## src/rtl/axis_pkg.sv

```systemverilog
// Shared constants and helpers for the AXI-Stream FIFO.
package axis_pkg;

    localparam int unsigned DefaultDataWidth = 8;
    localparam int unsigned DefaultDepth     = 16;

    // Ceiling log2; returns 0 for values 0 and 1.
    function automatic int unsigned clog2(input int unsigned value);
        int unsigned result;
        result = 0;
        for (int unsigned v = (value > 0) ? value - 1 : 0; v > 0; v = v >> 1) begin
            result = result + 1;
        end
        return result;
    endfunction

endpackage

```

## src/rtl/axis_fifo_ram.sv

```systemverilog
// Simple dual-port storage: one synchronous write port, one asynchronous read port.
// Each word holds {tlast, tdata}. Contents are never reset.
module axis_fifo_ram
    import axis_pkg::*;
#(
    parameter int unsigned DATA_WIDTH = DefaultDataWidth,
    parameter int unsigned DEPTH      = DefaultDepth
) (
    input  logic                     clk_i,
    input  logic                     we_i,
    input  logic [clog2(DEPTH)-1:0]  waddr_i,
    input  logic [DATA_WIDTH:0]      wdata_i,
    input  logic [clog2(DEPTH)-1:0]  raddr_i,
    output logic [DATA_WIDTH:0]      rdata_o
);

    logic [DATA_WIDTH:0] mem_q [DEPTH];

    // Write port: store the beat on an accepted write.
    always_ff @(posedge clk_i) begin
        if (we_i) begin
            mem_q[waddr_i] <= wdata_i;
        end
    end

    assign rdata_o = mem_q[raddr_i];

endmodule

```

## src/rtl/axis_fifo.sv

```systemverilog
// First-word-fall-through AXI-Stream FIFO with synchronous active-high reset.
// Optional packet mode, enabled by defining AXIS_FIFO_PACKET_MODE_EN, holds
// m_axis_tvalid low until a complete packet is stored or the FIFO is full.
module axis_fifo
    import axis_pkg::*;
#(
    parameter int unsigned DATA_WIDTH = DefaultDataWidth,
    parameter int unsigned DEPTH      = DefaultDepth
) (
    input  logic                     aclk,
    input  logic                     areset,
    input  logic [DATA_WIDTH-1:0]    s_axis_tdata,
    input  logic                     s_axis_tvalid,
    input  logic                     s_axis_tlast,
    output logic                     s_axis_tready,
    output logic [DATA_WIDTH-1:0]    m_axis_tdata,
    output logic                     m_axis_tvalid,
    output logic                     m_axis_tlast,
    input  logic                     m_axis_tready,
    output logic [clog2(DEPTH):0]    count
);

    localparam int unsigned PtrW = clog2(DEPTH);
    localparam int unsigned CntW = PtrW + 1;
    localparam logic [CntW-1:0] CntFull = CntW'(DEPTH);

    logic [PtrW-1:0]     wr_ptr_q, wr_ptr_d;
    logic [PtrW-1:0]     rd_ptr_q, rd_ptr_d;
    logic [CntW-1:0]     count_q, count_d;
    logic                wr_en, rd_en, full;
    logic [DATA_WIDTH:0] rd_word;

    assign full          = (count_q == CntFull);
    assign s_axis_tready = ~full;
    assign wr_en         = s_axis_tvalid & ~full;
    assign rd_en         = m_axis_tvalid & m_axis_tready;
    assign count         = count_q;
    assign m_axis_tdata  = rd_word[DATA_WIDTH-1:0];
    assign m_axis_tlast  = rd_word[DATA_WIDTH];

`ifdef AXIS_FIFO_PACKET_MODE_EN
    // Number of stored beats carrying tlast, i.e. complete packets queued.
    logic [CntW-1:0] pkt_cnt_q, pkt_cnt_d;
    logic            pkt_in, pkt_out;

    assign pkt_in  = wr_en & s_axis_tlast;
    assign pkt_out = rd_en & m_axis_tlast;

    // Full release avoids deadlock on packets longer than the FIFO.
    assign m_axis_tvalid = (pkt_cnt_q != '0) | full;

    // Packet counter next state: hold when a packet enters and leaves together.
    always_comb begin
        pkt_cnt_d = pkt_cnt_q;
        case ({pkt_in, pkt_out})
            2'b10:   pkt_cnt_d = pkt_cnt_q + CntW'(1);
            2'b01:   pkt_cnt_d = pkt_cnt_q - CntW'(1);
            default: pkt_cnt_d = pkt_cnt_q;
        endcase
    end

    // Packet counter register.
    always_ff @(posedge aclk) begin
        if (areset) begin
            pkt_cnt_q <= '0;
        end else begin
            pkt_cnt_q <= pkt_cnt_d;
        end
    end
`else
    assign m_axis_tvalid = (count_q != '0);
`endif

    // Pointer and occupancy next state; pointers wrap naturally at DEPTH.
    always_comb begin
        wr_ptr_d = wr_ptr_q;
        rd_ptr_d = rd_ptr_q;
        count_d  = count_q;
        if (wr_en) begin
            wr_ptr_d = wr_ptr_q + PtrW'(1);
        end
        if (rd_en) begin
            rd_ptr_d = rd_ptr_q + PtrW'(1);
        end
        case ({wr_en, rd_en})
            2'b10:   count_d = count_q + CntW'(1);
            2'b01:   count_d = count_q - CntW'(1);
            default: count_d = count_q;
        endcase
    end

    // Pointer and occupancy registers.
    always_ff @(posedge aclk) begin
        if (areset) begin
            wr_ptr_q <= '0;
            rd_ptr_q <= '0;
            count_q  <= '0;
        end else begin
            wr_ptr_q <= wr_ptr_d;
            rd_ptr_q <= rd_ptr_d;
            count_q  <= count_d;
        end
    end

    axis_fifo_ram #(
        .DATA_WIDTH (DATA_WIDTH),
        .DEPTH      (DEPTH)
    ) u_ram (
        .clk_i   (aclk),
        .we_i    (wr_en),
        .waddr_i (wr_ptr_q),
        .wdata_i ({s_axis_tlast, s_axis_tdata}),
        .raddr_i (rd_ptr_q),
        .rdata_o (rd_word)
    );

endmodule

```

## config.mk

```make
export PLATFORM = sky130hd
export DESIGN_NAME = axis_fifo
export DESIGN_NICKNAME = d
export VERILOG_FILES = /design/src/rtl/axis_pkg.sv /design/src/rtl/axis_fifo_ram.sv /design/src/rtl/axis_fifo.sv
export SDC_FILE = /design/constraint.sdc
export NUM_CORES = 1
export LEC_CHECK = 0
export CORE_MARGIN = 5
export CORE_UTILIZATION = 30
export DETAILED_ROUTE_END_ITERATION = 7
export PLACE_DENSITY_LB_ADDON = 0.08
export SYNTH_ARGS = -nofsm -noshare
export SYNTH_HDL_FRONTEND = slang
export SYNTH_SLANG_ARGS = --single-unit
```

## constraint.sdc

```tcl
create_clock -name aclk -period 3.81 [get_ports aclk]
set_clock_uncertainty 0.1 [all_clocks]
set_input_delay 0.9525 -clock aclk [delete_from_list [all_inputs] [get_ports aclk]]
set_output_delay 0.9525 -clock aclk [all_outputs]
set_load 0.02 [all_outputs]
```

==> key figures <==
Layout
  – # diodes: 0
  – Final instance area: 7690 sq um
  – Area of the multi-input gates: roughly 1600 sq um
  – FF/Latch Area: 4667 sq um
  – Layout cell share with drive strength beyond 1: 0.2694
  – Nets: 393
  – Fin cells: 661
  – Fillers: 1955
  – Area Growth Syn to Fin: 21.53%

Critical path
  – Setup crit start kind: flip-flop
  – Critical Path End Type: output pin
  – CP Class: reg -> out
  – WP data required: 2.76 ns
  – Critical Path AT: about 2.6 ns
  – Crit-path max FO: 14

Clocking
  – Root Driver: clkbuf_16
  – H-Tree Level Count: 4
  – CTS tree: yes
  – CTS Hold Bufs: 0
  – Worst-Skew Late Latency: roughly 0.42 ns
  – Total CTS buffers: 17
  – Post-CTS sizing: 0
  – Post-CTS Setup Repair Bufs: 0
  – Max Root-Sink Buffers: 2
  – Sink Count: 161
  – Reg clk slew, reported paths: 0.06 ns

GRT
  – Total gr overflow: 0
  – First-pass GRT wire length: 21.74 mm
  – Vias in the first global route: 3379
  – Initial antenna violation count: 0
  – Largest net degree at the start of global routing: 37
  – Total GRT Usage: 0.1268

Synth
  – Mapped Cells: approximately 320
  – Synth Area in Simple Gates: 0.04588
  – Synth Area in Compound Gates: 0.009294
  – Mean Syn Cell Area: ~20 sq um
  – Syn_nets: 337
  – Sequential area share after synthesis: 0.7372
  – Largest family of logic cells by synthesized area: multiplexers
  – Yosys reg bits: between 150 and 200
  – Area contributors post-synth: edfxtp_1 (68%), mux4_2 (16%), dfxtp_1 (5.4%)
  – Yosys cell types: 32
  – XOR/XNOR Fraction of Synth Area: 0.01246
  – Share of the synthesized area in the top cell type: 0.6834
  – Adder-cell share of the synthesized area: 0.01384
  – Cell taking the most area after synthesis: edfxtp_1
  – Post-synthesis mux area share: 0.1685
  – Mapped Area: roughly 6300 sq um
  – Synthesis warning total: 0

Drt
  – DRT antenna net count: 0
  – DRT iter0 DRCs: roughly 220
  – Drt drc: 0
  – Pre-antenna DRT Iters: 4
  – Routed len/inst: 21.45 um
  – Final Routed Wirelength: 14.18 mm
  – DR vias/cell: 4.629
  – Vias post-DR: 3060

Die
  – Die height: approximately 160 um
  – Starting Density: 0.3029
  – Die Wd: roughly 160 um
  – I/O pin count: 29
  – # rows: 53
  – Core footprint: 20890 sq um
  – Die area: 24090 sq um

Timing
  – Slew HR: 0.5249
  – Fin crit period: 3.681 ns
  – Max Slew Vio Count: 0
  – Worst-margin pin slew: 0.7117 ns
  – FMAX: 271.7 MHz
  – Setup TNS: 0 ns
  – Final setup fails: 0
  – Final Hold Viols: 0
  – RSZ-0062 raised after global routing: no
  – Period utilization: 0.9661

Power
  – PD cells: 639.3 nW/um^2
  – Leakage: 2.463 nW
  – Sequential Power Share: 0.427
  – Final Power: between 4 and 5 mW
  – Clock power share: 0.325
  – VDD IR max: 0.3263 mV
  – Int Pwr: 3.605 mW
  – Logic pwr share: 0.248
  – P_sw: approximately 1.3 mW
  – Switching fraction of total power: 0.2666

Worst hold path
  – Hold crit path type: reg -> reg

Outcome
  – Status: complete, no violations

Job
  – Max cap viols: 0

Placed design
  – DP Cell Count: 629
  – DP HPWL: 8.801 mm
  – Number of buffers added on ports: 28
  – Area after DPL: about 7000 sq um
  – Gpl congestion: 0.7654
[worst max-delay path, cell delays in order (launching register included)]
cell,delay [ns]
dfxtp_2,0.37
buf_12,0.19
mux4_2,0.53
mux4_2,0.52
clkdlybuf4s50_1,0.59
[logic make-up after synthesis]
| group | after synthesis |
|---|---|
| simple gates | 61 |
| mux | 50 |
| compound gates | 9 |
| flops | 161 |
| xor+xnor | 9 |
| buf+inv | 20 |
| fa+ha+maj | 7 |
[layout by cell type (no fill, tap or decap), types with 5 or more instances in the layout]
cell type / n
inv_1: 5
clkdlybuf4s50_1: 28
nand2_1: 11
ha_1: 7
nor2_1: 32
clkbuf_1: 5
dfxtp_1: 15
clkbuf_16: 19
edfxtp_1: 144
buf_4: 21
clkinv_2: 5
xor2_1: 6
mux4_2: 45
[power groups by stage]
stage | clock (mW) | sequential, mW | combinational, mW
after floorplan | 0 | 2.12 | 0.793
after global placement | 0 | 2.13 | 1.26
after detailed placement | 0 | 2.14 | 1.26
after CTS | 1.65 | 2.10 | 1.26
after global routing | 1.72 | 2.11 | 1.34
final | 1.60 | 2.10 | 1.22
[final cells by class]
| class | instances | area share |
|---|---|---|
| clock inverter | 5 | 0.003254 |
| multi-input combinational | 136 | 0.2083 |
| sequential | 161 | 0.6069 |
| clock buffer | 27 | 0.06964 |
| timing repair buffer | 52 | 0.06476 |
| tap | 275 | 0.04474 |
| inverter | 5 | 0.002441 |
[state kept, by name, summed over array words and instances (netlist names), named ones only]
| register | flops |
|---|---|
| u_ram.mem_q | 144 |
| count | 5 |
| wr_ptr_q | 4 |
| rd_ptr_q | 4 |
[path summary, 6_finish.rpt]
kind | start | to | slack, ns | depth (start not counted)
max reg2reg | count[1]$_SDFFE_PP0P_ | count[4]$_SDFFE_PP0P_ | 0.90 | 9
min reg2reg | rd_ptr_q[3]$_SDFFE_PP0P_ | rd_ptr_q[3]$_SDFFE_PP0P_ | 0.40 | 2
min | rd_ptr_q[3]$_SDFFE_PP0P_ | rd_ptr_q[3]$_SDFFE_PP0P_ | 0.40 | 2
max | flip-flop | m_axis_tdata[0] | 0.13 | 4
[metal layers]
metal,GRT usage,vias to the layer above,wire [um]
met5,0,-,0
met4,0.05377,0,253
met3,0.02364,17,379
met2,0.2104,51,7274
met1,0.1638,1610,6269
li1,-,1382,-
[synth_stat cells (all sizes together)]
cell    instances
edfxtp        144
mux4           45
nor2           32
dfxtp          17
nand2          11
clkbuf          8
buf             7
ha              7
xor2            6
inv             5
nor3            5
mux2i           3
nand2b          3
xnor2           3
a21boi          2
a21oi           2
mux2            2
nand4           2
nor3b           2
nor4            2
a211oi          1
a31oi           1
and3b           1
nor2b           1
nor4b           1
o21ai           1
o22ai           1
o32ai           1
or3             1
[stage by stage]
step / utilization / hold slack, ns / setup slack [ns]
after CTS: 0.3681 / 0.4112 / 0.06079
final: 0.3681 / 0.4049 / 0.1292
after floorplan: - / 0.3725 / 0.5282
after global placement: 0.3413 / 0.3856 / 0.2551
after detailed placement: 0.3413 / 0.3942 / 0.1553
after global routing: 0.3681 / 0.4399 / 0.02662
No activity file was read; power rests on OpenSTA's default activity.
